$ cat config.mk
export PLATFORM = sky130hd
export DESIGN_NAME = booth_prod_accum
export DESIGN_NICKNAME = d
export VERILOG_FILES = /design/src/rtl/booth_prod_accum.sv
export SDC_FILE = /design/constraint.sdc
export NUM_CORES = 1
export LEC_CHECK = 0
export BUFFER_PORTS_ARGS = -buffer_cell sky130_fd_sc_hd__buf_4
export CAP_MARGIN = 20
export CORE_MARGIN = 5
export CORE_UTILIZATION = 35
export CTS_BUF_LIST = sky130_fd_sc_hd__clkbuf_4
export DETAILED_ROUTE_END_ITERATION = 12
export HOLD_SLACK_MARGIN = 0.05
export REMOVE_ABC_BUFFERS = 1
export SLEW_MARGIN = 20
export SYNTH_ARGS = -nofsm -noshare
export SYNTH_HDL_FRONTEND = slang
export SYNTH_SLANG_ARGS = --single-unit
export TNS_END_PERCENT = 50
$ cat constraint.sdc
create_clock -name clock -period 5.7 [get_ports clock]
set_input_delay 0.57 -clock clock [delete_from_list [all_inputs] [get_ports clock]]
set_output_delay 0.57 -clock clock [all_outputs]
set_load 0.01 [all_outputs]
$ cat src/rtl/booth_prod_accum.sv
// Accumulates a programmed batch of signed Booth-multiplier products into a wider register.
// Optional macro BOOTH_ACC_SAT_EN: saturate instead of wrap on signed overflow.
module booth_prod_accum #(
    parameter int P_W   = 16,
    parameter int ACC_W = 24,
    parameter int CNT_W = 8
) (
    input  logic             clock,
    input  logic             rst_n,
    input  logic             start,
    input  logic [CNT_W-1:0] num_terms,
    input  logic             p_valid,
    input  logic [P_W-1:0]   p,
    output logic             p_ready,
    output logic [ACC_W-1:0] acc_out,
    output logic             acc_valid,
    output logic             busy,
    output logic             ovf
);

    typedef enum logic [1:0] {IDLE, ACC, DONE} state_t;

    state_t           state;
    logic [ACC_W-1:0] acc;
    logic [CNT_W-1:0] cnt;
    logic [CNT_W-1:0] n_lat;

    logic [ACC_W-1:0] p_ext;
    logic [ACC_W-1:0] sum;
    logic [ACC_W-1:0] add_res;
    logic [CNT_W-1:0] cnt_nxt;
    logic             add_ovf;

    assign p_ext   = {{(ACC_W-P_W){p[P_W-1]}}, p};
    assign sum     = acc + p_ext;
    assign cnt_nxt = cnt + 1'b1;
    // Signed overflow: like-signed operands producing a result of the other sign.
    assign add_ovf = (acc[ACC_W-1] == p_ext[ACC_W-1]) && (sum[ACC_W-1] != acc[ACC_W-1]);

`ifdef BOOTH_ACC_SAT_EN
    always_comb begin
        add_res = sum;
        if (add_ovf)
            add_res = acc[ACC_W-1] ? {1'b1, {(ACC_W-1){1'b0}}} : {1'b0, {(ACC_W-1){1'b1}}};
    end
`else
    assign add_res = sum;
`endif

    // p_ready and busy are registered alongside the state so they decode from it only.
    always_ff @(posedge clock) begin
        if (!rst_n) begin
            state     <= IDLE;
            acc       <= '0;
            cnt       <= '0;
            n_lat     <= '0;
            acc_out   <= '0;
            acc_valid <= 1'b0;
            busy      <= 1'b0;
            ovf       <= 1'b0;
            p_ready   <= 1'b0;
        end else begin
            acc_valid <= 1'b0;
            case (state)
                IDLE: begin
                    if (start) begin
                        ovf <= 1'b0;
                        if (num_terms != '0) begin
                            acc     <= '0;
                            cnt     <= '0;
                            n_lat   <= num_terms;
                            state   <= ACC;
                            p_ready <= 1'b1;
                            busy    <= 1'b1;
                        end else begin
                            acc_out   <= '0;
                            acc_valid <= 1'b1;
                        end
                    end
                end
                ACC: begin
                    if (p_valid) begin
                        acc <= add_res;
                        cnt <= cnt_nxt;
                        if (add_ovf)
                            ovf <= 1'b1;
                        if (cnt_nxt == n_lat) begin
                            state   <= DONE;
                            p_ready <= 1'b0;
                        end
                    end
                end
                DONE: begin
                    acc_out   <= acc;
                    acc_valid <= 1'b1;
                    busy      <= 1'b0;
                    state     <= IDLE;
                end
                default: begin
                    state   <= IDLE;
                    p_ready <= 1'b0;
                    busy    <= 1'b0;
                end
            endcase
        end
    end

endmodule
**Yosys cells after proc, flatten, opt, wreduce, memory -nomap -nowiden**

Index checks and enable logic that the tools add are counted.

- Output and inout port bits: 28
- Bits in registers: 70
- Word-level logic and storage cells: 65
- Memories: 0
- Latch bits: 0
- Bits of input ports: 28
- Bits in writable memories: 0
- Memory bits (read-only): 0

- $add $sub $neg: 2
- Equality and inequality tests: 11
- Reductions and logical operators: 12
- Bitwise gates (word level): 2
- $mul: 0
- Order comparisons: 0
- Div/mod/pow operators: 0
- Shifts and indexed selects: 0
- Mux-type cells: 29

Operators by type and width:

| cell | number |
|---|---|
| 24-bit 2-to-1 mux | 5 |
| 24-bit one-hot mux with 2 select lines | 2 |
| 24-bit adder | 1 |
| 8-bit 2-to-1 mux | 3 |
| 8-bit one-hot mux with 2 select lines | 1 |
| 2-bit inequality test (second input constant) | 6 |
| 4-bit AND reduction | 3 |
| 1-bit 2-to-1 mux | 9 |
| 3-bit AND reduction | 3 |
| 8-bit by 1-bit adder with 8-bit output (second input constant) | 1 |
| 8-bit == test | 1 |
| 2-bit 2-to-1 mux | 4 |
| 8-bit nonzero test | 1 |
| 1-bit one-hot mux with 2 select lines | 3 |
| 5-bit AND reduction | 1 |
| 2-bit one-hot mux with 2 select lines | 1 |
| 2-bit nonzero test | 2 |
| 1-bit one-hot mux with 3 select lines | 1 |
| 2-bit by 1-bit == test with 1-bit output (second input constant) | 1 |
| 2-bit == test (second input constant) | 1 |
| 2-bit logical NOT | 1 |
| 1-bit inverter | 2 |
| 1-bit == test | 1 |
| 1-bit logical AND | 1 |
| 1-bit inequality test | 1 |

**Depth between registers and ports, before layout**

Gate-level depths: netlist of run 1.

- Depth after elaboration: 6
- Mapped depth: 10
- Gate-level depth less buffers: 10

**Least setup slack after synthesis of run 1**

OpenSTA, ideal clock, no wires.

- Path kind: input -> register
- From: input p[0]
- To: register acc[22]
- Arrival: 2.555 ns
- Path buffers: 0
- Required time: 5.574 ns
- Setup time: 0.126 ns
- Cell stages on the path: 10
- Path slack: 3.020 ns
- Path through: ha_1 -> fa_1 -> a211oi_1 -> o21bai_1 -> o221ai_2 -> a21oi_1 -> o41ai_2 -> o21ai_1 -> xnor2_1 -> o21ai_1

- Cells in the longest elaborated chain, start to end: 3

Ends and longest elaborated chain:

| element | line | source |
|---|---|---|
| from (decl) | 13 | `input logic [P_W-1:0] p,` |
| 24-bit adder | 35 | `assign sum = acc + p_ext;` |
| 24-bit 2-to-1 mux | 82 | `if (p_valid) begin` |
| 24-bit one-hot mux with 2 select lines | 64 | `case (state)` |
| to (signal assigned) | 83 | `acc <= add_res;` |
| to (decl) | 24 | `logic [ACC_W-1:0] acc;` |

Every way passes these cells. The select of a mux whose other input is x is not followed.
A chain may end at the register's enable or synchronous reset.

**Worst setup path after layout of run 1**

- From: register state[0]
- To: register acc[16]

- Cells in the longest elaborated chain, start to end: 3
- Elaborated cells on any way between the ends: 8
- Those cells by class: 4 x eq/ne; 1 x mux; 3 x reduce/logical

Ends and longest elaborated chain:

| element | line | source |
|---|---|---|
| from (decl) | 23 | `state_t state;` |
| from (signal assigned) | 53 | `state <= IDLE;` |
| from (signal assigned) | 72 | `state <= ACC;` |
| from (signal assigned) | 88 | `state <= DONE;` |
| 2-bit by 1-bit == test with 1-bit output / 2-bit logical NOT (equally long branches) | 64 |  |
| 2-bit inequality test (no source line) / 2-bit nonzero test (equally long branches) | n/a |  |
| 4-bit AND reduction (no source line) | n/a |  |

Parallel ways exist; a longest one is shown, timed or not.

==> results by group, run 1 <==
STA
  – FMAX: between 0.3 and 0.4 GHz
  – Tcrit/Tclk final: 0.5230
  – Post-layout min period: 2.981 ns
  – Worst Tran Pin Value: 0.8855 ns
  – Setup Viol. Count Final: 0
  – Unrepaired setup endpoints after global routing: no
  – Worst setup margin: about 2.7 ns
  – Fin Setup TNS: 0 ns
  – Fin. Hold Viols: 0
  – Worst slew margin: 0.4085
  – Clock skew: roughly 0.02 ns
  – Hold slack: 0.3787 ns
  – Max Slew Vio Count: 0

Min path
  – Hold crit path type: in -> reg

Synthesis
  – Area leader, netlist: dfxtp_1
  – Ys async rst share: 0
  – Post-synthesis cell area: about 0.0038 sq mm
  – Syn avg cell area: 8.392 sq um
  – Synth warnings: 0
  – Number of flops mapped to enable cells by yosys: 0
  – Predominant post-synthesis flop cell: dfxtp_1
  – Top-area cell type share of the netlist area: 0.3678
  – Proportion of synthesized chip area in sequential cells: 0.3678
  – Post-synth cell types: 55
  – Flops & latches, synth: 70
  – Synth top area cells: dfxtp_1 37%, ha_1 7.9%, nor2_1 7.4%
  – Gate Count Post-Synth: approximately 450

Place
  – Placement Cell Area: 0.004309 sq mm
  – Post-Place Worst Slack: between 2 and 3 ns
  – DP HPWL: 6639 um
  – Final RePlAce weighted congestion: 0.8422
  – # port buffers: 55

Critical path
  – Reg2reg path depth: 7
  – Register-to-Register Setup Slack: 2.72 ns
  – CP Max Fanout: 19
  – Endpoint type of the worst setup path: register
  – Req. time, crit path: between 6 and 7 ns
  – R2R Path End: acc[16]
  – Crit path kind: reg -> reg
  – CP Data Arrival Time: 3.29 ns
  – Worst setup path startpoint: state[0]
  – R2r startpoint: state[0]
  – CP startpoint kind: register
  – End point of the critical path: acc[16]

Drt
  – Vias: roughly 3400
  – # DRC: 0
  – Antenna viol nets, final: 0
  – Vias per cell: between 5 and 6
  – DRT iter0 DRCs: 168
  – Post-Route WL: around 9500 um
  – DR pass1 iterations: 4
  – WL/cell: approximately 15 um

Global routing
  – Initial antenna violation count: 0
  – GRT Residual Overflow: 0
  – Largest net degree at the start of global routing: 57
  – GRT Util Overall: 0.1518
  – Vias in the first global route: around 3400
  – First-pass GRT wire length: approximately 16000 um

Cells and area
  – Fill count: 1088
  – Layout area overhead: 19.21%
  – Final instance area: 0.004542 sq mm
  – Ant. Diodes: 0
  – Layout cells sized above 1: 0.1793
  – Fin nets: 550
  – Post-layout util: 0.4227

Die
  – Core ar.: approximately 0.011 sq mm
  – Die height: 114.3 um
  – Initial Util: 0.3546
  – Rows: 38
  – IO Pins: 56
  – Die ar.: 0.01307 sq mm
  – Chip Width: 114.3 um

CTS
  – CTS Sinks: 70
  – CTS H-tree depth: 3
  – Clock Path Buffers: 2
  – Num CTS Buffers: 9
  – Clock-pin slew on the worst setup and hold paths: 0.13 ns
  – Skew-Pair Late Insertion Delay: between 0.4 and 0.5 ns
  – Post-CTS Repair Setup Buffers: 0
  – TritonCTS clock tree: done
  – Root buf cell: clkbuf_4
  – # hold bufs at CTS: 0
  – Post-CTS sizing: 0

Flow run
  – Max cap viols: 0

Run status
  – Status: finished, final reports clean

Pwr
  – Maximum vdd drop: between 0.00009 and 0.0001 V
  – PwrDens: 261.4 mW/mm^2
  – Pleak: 1.898 nW
cells in the mapped netlist (2+ instances only):
master / count
nor2_1: 75
dfxtp_1: 70
a21oi_1: 37
a22oi_1: 34
nand2_1: 32
ha_1: 24
o21ai_0: 18
clkbuf_1: 16
xnor2_1: 15
xor2_1: 13
nor3_1: 12
nand3_1: 10
mux2i_1: 9
buf_2: 8
inv_1: 5
nor2b_1: 5
o21a_1: 5
a211o_1: 4
a211oi_1: 4
and3_1: 4
o21ai_1: 4
and2_1: 3
nor3b_1: 3
nor4_1: 3
o211ai_1: 3
a21o_2: 2
a31oi_1: 2
a32oi_1: 2
nand2b_1: 2
nand4_1: 2
o211ai_2: 2
o22ai_1: 2
or2_2: 2
worst min-delay path by stage:
stage               slack [ns]  depth (start not counted)          from  endpoint
finish                    0.38                          3  num_terms[2]  n_lat[2]
global route              0.36                          3  num_terms[1]  n_lat[1]
CTS                       0.36                          3  num_terms[3]  n_lat[3]
detailed placement        0.46                          2           ovf       ovf
global placement          0.46                          2           ovf       ovf
floorplan                 0.44                          2       acc[22]   acc[22]
cells by family after synthesis:
logic type | count (synthesis) | synth area share
XOR/XNOR | 28 | 0.06437
flip-flops | 70 | 0.3678
adder cells (fa/ha/maj) | 25 | 0.08407
AND/OR/NAND/NOR | 157 | 0.1819
AO/OA/AOI/OAI | 134 | 0.2430
multiplexers | 10 | 0.02660
buffers and inverters | 30 | 0.03218
final cells by class:
class,count,area (sq um),share of cell area
Tap cell,140,175.2,0.03857
Clock buffer,10,75.07,0.01653
Timing Repair Buffer,57,427.9,0.09421
Clock inverter,6,157.7,0.03471
Sequential cell,70,1401,0.3085
Multi-Input combinational cell,354,2286,0.5033
Inverter,5,18.77,0.004132
cells in the final DEF (no fill, tap or decap), types with 5 or more instances in the layout:
cell       count
ha_1          24
nor2b_1        5
o21ai_0       18
xor2_1        13
nand3_1       10
nor3_1        12
a22oi_1       34
inv_1          5
o21a_1         5
a21oi_1       37
buf_4         57
mux2i_1        9
nor2_1        75
dfxtp_1       70
clkbuf_4      10
xnor2_1       15
bufinv_16      5
nand2_1       32
report_power, final:
group	internal, mW	switching (mW)	total (mW)
sequential	0.503	0.0132	0.516
combinational	0.0729	0.0960	0.169
clock	0.315	0.186	0.502
registers in the layout, summed over array words and instances, names as in the netlist:
name / cells
acc: 24
acc_out: 24
acc_valid: 1
busy: 1
cnt: 8
n_lat: 8
ovf: 1
p_ready: 1
state: 2
routing by layer:
| layer | vias to the layer above | track usage | routed length [um] |
|---|---|---|---|
| met5 | - | 0 | 0 |
| met4 | 0 | 0.06017 | 137 |
| met3 | 12 | 0.02854 | 426 |
| met2 | 62 | 0.2381 | 4194 |
| met1 | 1586 | 0.2060 | 4725 |
| li1 | 1715 | - | - |
critical path: stages (launching register included):
cell     delay (ns)
dfxtp_1        0.49
nor2b_1        0.45
and2_1         0.71
o22a_1         0.49
nor2_1         0.28
nand2_1        0.12
o21ai_0        0.08
a211o_1        0.25
metrics by stage:
step	power, mW	cells
6_report	1.187	642
2_1_floorplan	0.6426	429
5_1_grt	1.243	642
3_3_place_gp	0.6926	626
3_5_place_dp	0.6955	626
4_1_cts	1.198	642
Note: power is estimated with default switching activity, not from simulation.
==> run 2, diff against run 1 <==
- clock period: 5.7 -> 2.5 ns (I/O delays scaled with it)
==> run 2 against run 1 <==
Compared with the run above: clock power increased by 28%; die area unchanged; setup slack worse by 2.7 ns; critical endpoint is now acc[20]; the run now ends with negative setup slack left; worst hold slack worse by 0.31 ns; sequential share of layout area down 0.41 points.
==> results by group, run 2 (synthesized netlist as in run 1, its figures left out) <==
Global routing
  – Initial antenna violation count: 0
  – GRT Util Overall: 0.1553
  – Met2 Use GR: 0.2428
  – GRT Residual Overflow: 0
  – Gr busiest metal: met2
  – Vias in the first global route: 3470
  – Largest net degree at the start of global routing: 35
  – Met1 Use GR: 0.2119
  – First-pass GRT wire length: around 17000 um
  – Global-route track usage on met3: 0.02960

Die
  – Core ar.: 0.01075 sq mm
  – Die height: about 110 um
  – IO Pins: 56
  – Die ar.: between 0.01 and 0.015 sq mm
  – Chip Width: between 100 and 150 um
  – Rows: 38
  – Initial Util: 0.3546

Cells and area
  – Ant. Diodes: 0
  – Top flop regs: acc: 24 flops, acc_out: 24 flops
  – Layout area overhead: 21.05%
  – Final instance area: around 0.0046 sq mm
  – Most frequent cells in the layout: 76 x buf_4, 74 x nor2_1, 68 x dfxtp_1, 36 x a21oi_1, 34 x a22oi_1
  – Fin nets: 569
  – Post-layout util: 0.4292
  – Layout cells sized above 1: 0.2246
  – Non-Filler Instances: approximately 660
  – Most common cell after layout, fill and taps aside: buf_4

CTS
  – Num CTS Buffers: 9
  – Clock Path Buffers: 2
  – TritonCTS clock tree: done
  – Clock-pin slew on the worst setup and hold paths: approximately 0.13 ns
  – Root buf cell: clkbuf_4
  – Skew-Pair Late Insertion Delay: between 0.4 and 0.5 ns
  – CTS H-tree depth: 3
  – # hold bufs at CTS: 0
  – CTS Sinks: 70

Flow run
  – Max cap viols: 0

Pwr
  – Pint: ~1.5 mW
  – Psw: 0.6883 mW
  – PwrDens: around 490 mW/mm^2
  – Reg power frac: 0.525
  – Clk pwr share: 0.288
  – Maximum vdd drop: 0.0002836 V
  – Switching Share: 0.3075
  – Combinational group share of total power: 0.187
  – Pleak: 1.948 nW

Critical path
  – Crit path kind: reg -> reg
  – CP Max Fanout: 3
  – WP buf/inv: 1
  – CP Data Arrival Time: roughly 2.8 ns
  – Crit path max-delay family: compound AO/OA/AOI/OAI gates
  – Req. time, crit path: about 2.8 ns
  – CP startpoint kind: register
  – Endpoint type of the worst setup path: register
  – WP depth: 10
  – Cells along the critical path: ha_4 -> fa_2 -> a211oi_2 -> o21bai_2 -> o221ai_2 -> a21oi_2 -> o41ai_4 -> buf_4 -> xor2_1 -> o21ai_1
  – Max stage delay on crit path: around 0.4 ns
  – Slowest CP cell: fa_2
  – Reg2reg path depth: 10

Min path
  – Hold Crit Depth: 3
  – Hold crit path type: in -> reg

Drt
  – Antenna viol nets, final: 0
  – # DRC: 0
  – Vias: approximately 3500
  – WL/cell: ~15 um
  – DRT iter0 DRCs: roughly 260
  – DR pass1 iterations: 5
  – Post-Route WL: 9607 um
  – Vias per cell: between 5 and 6

STA
  – Setup Viol. Count Final: 2
  – FMAX: 0.3969 GHz
  – Worst setup margin: -0.01960 ns
  – Fin Setup TNS: -0.02333 ns
  – Max Slew Vio Count: 0
  – Tcrit/Tclk final: 1.008
  – Fin. Hold Viols: 0
  – Worst slew margin: 0.6203
  – Post-layout min period: 2.520 ns
  – Clock skew: between 0.015 and 0.02 ns
  – Worst Tran Pin Value: 0.5695 ns
  – Hold slack: 0.07326 ns
  – Unrepaired setup endpoints after global routing: yes

Run status
  – Violated checks: negative setup slack
  – Status: complete, but fails checks

Place
  – Placed Cells: roughly 640
  – Placement Cell Area: between 0.004 and 0.005 sq mm
  – Final RePlAce weighted congestion: between 0.8 and 0.9
  – DP HPWL: 6967 um
  – # port buffers: 55
-- run 2: power by group through the flow --
stage | clock [mW] | combinational [mW] | sequential [mW]
6_report | 0.644 | 0.418 | 1.18
3_5_place_dp | 0 | 0.409 | 1.20
4_1_cts | 0.662 | 0.412 | 1.18
2_1_floorplan | 0 | 0.270 | 1.20
5_1_grt | 0.736 | 0.467 | 1.18
3_3_place_gp | 0 | 0.402 | 1.20
-- run 2: timing repair --
action                                  in CTS  in global routing
endpoints found under the setup margin       1                  7
pin swaps                                    1                  7
resized for setup                            1                 11
buffers inserted                             0                  3
-- run 2: path summary, 6_finish.rpt --
kind              slack, ns          from  endpoint
setup / recovery      -0.02        acc[0]   acc[20]
hold / removal         0.07  num_terms[2]  n_lat[2]
setup reg to reg      -0.02        acc[0]   acc[20]
hold reg to reg        0.49        acc[0]    acc[0]
-- run 2: layer usage --
| metal | vias up | share of wire |
|---|---|---|
| met5 | - | 0 |
| met4 | 0 | 0.016 |
| met3 | 15 | 0.052 |
| met2 | 84 | 0.44 |
| met1 | 1645 | 0.49 |
| li1 | 1766 | - |
-- run 2: area by class of cell --
| cell class | count | area (sq um) |
|---|---|---|
| Fill cell | 1110 | 6133 |
| Multi-Input combinational cell | 354 | 2331 |
| Sequential cell | 70 | 1404 |
| Timing Repair Buffer | 76 | 570.5 |
| Tap cell | 140 | 175.2 |
| Clock buffer | 10 | 75.07 |
| Clock inverter | 6 | 37.54 |
| Inverter | 5 | 18.77 |
-- run 2: per-stage QoR --
step | power [mW] | setup slack (ns)
after floorplan | 1.465 | 0.09208
after global placement | 1.602 | -0.04489
after detailed placement | 1.609 | -0.1228
after CTS | 2.249 | 0.01201
after global routing | 2.386 | -0.1791
final | 2.238 | -0.01960
-- run 2: worst min-delay path, delay by kind of cell --
family / cells / cell delay (ns)
buffers and inverters: 1 / 0.09
muxes: 1 / 0.06
and+or+nand+nor: 1 / 0.07
==> run 3, diff against run 2 <==
- CORE_ASPECT_RATIO: default -> 0.8
- GPL_TIMING_DRIVEN: default -> 0
- clock period: 2.5 -> 3.2 ns (I/O delays scaled with it)
==> run 3 against run 2 <==
Compared with the run above: the run now ends clean; via count fell by 4.3%; global-route usage fell by 0.47 points; clock skew rose by 0.0025 ns; combinational power fell by 28%; flip-flop and latch count did not move; maximum frequency fell by 12%; largest power group unchanged.
==> results by group, run 3 (synthesized netlist as in run 1, its figures left out) <==
Die
  – Die height: approximately 100 um
  – Initial Util: 0.3540
  – Rows: 34
  – Die ar.: 0.01309 sq mm
  – Core ar.: between 0.01 and 0.015 sq mm
  – Chip Width: approximately 130 um
  – IO Pins: 56

Drt
  – Vias: around 3400
  – DRT iter0 DRCs: around 170
  – Highest routed layer: met4
  – Vias per cell: 5.209
  – Post-Route WL: roughly 9500 um
  – Wl on met1: 4778 um
  – DR pass1 iterations: 4
  – # DRC: 0
  – Antenna viol nets, final: 0
  – WL/cell: 14.68 um
  – Met3 wire length: slightly above 500 um
  – Routed wl met2: ~4100 um

CTS
  – CTS Sinks: 70
  – Clock Path Buffers: 2
  – Skew-Pair Late Insertion Delay: about 0.43 ns
  – CTS H-tree depth: 3
  – TritonCTS clock tree: done
  – Clock-pin slew on the worst setup and hold paths: 0.11 ns
  – Num CTS Buffers: 9
  – Root buf cell: clkbuf_4
  – # hold bufs at CTS: 0
  – Post-CTS Repair Setup Buffers: 0

Flow run
  – Max cap viols: 0

Cells and area
  – Fin nets: 550
  – Most frequent cells in the layout: 75 x nor2_1, 70 x dfxtp_1, 55 x buf_4, 37 x a21oi_1, 34 x a22oi_1
  – Most common cell after layout, fill and taps aside: nor2_1
  – Top flop regs: acc: 24 flops, acc_out: 24 flops
  – Layout area overhead: 17.21%
  – Layout cells sized above 1: 0.1820

STA
  – Worst slew margin: 0.4048
  – Unrepaired setup endpoints after global routing: no
  – Hold slack: 0.1249 ns
  – Fin Setup TNS: 0 ns
  – Post-layout min period: ~2.9 ns
  – Clock skew: between 0.015 and 0.02 ns
  – FMAX: roughly 0.35 GHz
  – Worst Tran Pin Value: between 0.8 and 0.9 ns
  – Max Slew Vio Count: 0
  – Setup Viol. Count Final: 0
  – Tcrit/Tclk final: 0.8909
  – Fin. Hold Viols: 0

Global routing
  – Vias in the first global route: 3307
  – GRT Residual Overflow: 0
  – GRT Util Overall: 0.1506
  – Initial antenna violation count: 1
  – First-pass GRT wire length: 15780 um
  – Largest net degree at the start of global routing: 39

Place
  – # port buffers: 55
  – DP HPWL: slightly below 7000 um
  – Final RePlAce weighted congestion: about 0.78

Pwr
  – Maximum vdd drop: ~0.00020 V
  – PwrDens: 399.5 mW/mm^2
  – Pleak: ~1.9 nW

Critical path
  – Crit path kind: reg -> reg
  – CP Max Fanout: 19
  – Req. time, crit path: ~3.5 ns
  – CP startpoint kind: register
  – Endpoint type of the worst setup path: register
  – Reg2reg path depth: 7
  – CP Data Arrival Time: about 3.2 ns

Min path
  – Hold Crit Depth: 3
  – Hold crit path type: in -> reg

Run status
  – Status: finished, final reports clean
==> run 3: cell count changes in the layout (fill, tap and decap cells not counted), sizes merged <==
cell	change
clkinv	-2
buf	-19
clkbuf	+2
inv	-1
diode	+1
clkinvlp	-2
bufinv	+1
==> run 3: worst paths after layout <==
path / start / to / slack [ns]
max: state[0] / acc[16] / 0.35
min: num_terms[3] / n_lat[3] / 0.12
max reg2reg: state[0] / acc[16] / 0.35
min reg2reg: acc[22] / acc[22] / 0.48
==> run 3: cell type report <==
class / count / area (sq um)
diodes: 1 / 2.502
clock buffers: 12 / 90.09
clock inverters: 2 / 35.03
fillers: 1093 / 6297
inverters: 5 / 18.77
multi-input cells: 354 / 2290
flip-flops and latches: 70 / 1401
well taps: 144 / 180.2
repair buffers: 57 / 447.9
==> run 3: metal layers <==
metal / up-vias / track usage
li1: 1719 / -
met1: 1566 / 0.2021
met2: 68 / 0.2321
met3: 7 / 0.05031
met4: 0 / 0.04452
met5: - / 0
==> run 3: stage by stage <==
| stage | area [sq um] | power [mW] | utilization | setup WS (ns) | instances |
|---|---|---|---|---|---|
| after floorplan | 3706 | 1.145 | - | 0.7679 | 429 |
| after global placement | 4299 | 1.231 | 0.3994 | -0.02380 | 628 |
| after detailed placement | 4337 | 1.242 | 0.4029 | 0.01999 | 630 |
| after CTS | 4463 | 1.817 | 0.4147 | 0.2441 | 644 |
| after global routing | 4466 | 1.895 | 0.4149 | 0.01790 | 645 |
| final | 4466 | 1.784 | 0.4149 | 0.3492 | 645 |
==> run 3: where the power goes <==
group | switching [mW] | internal (mW) | total, mW
Clock | 0.306 | 0.256 | 0.562
Sequential | 0.0230 | 0.896 | 0.919
Combinational | 0.171 | 0.132 | 0.303
Total | 0.500 | 1.28 | 1.78
==> run 3: worst max-delay path, cell delays in order, from the launching register on <==
cell and delay, ns:
dfxtp_1 0.51, nor2b_1 0.48, and2_2 0.50, o22a_1 0.47, nor2_1 0.31, nand2_1 0.13, o21ai_0 0.09, a211o_1 0.25
==> run 3: repair_timing <==
action	CTS	global route
hold endpoints to repair	0	0
endpoints found under the setup margin	1	0
resized for setup	1	0
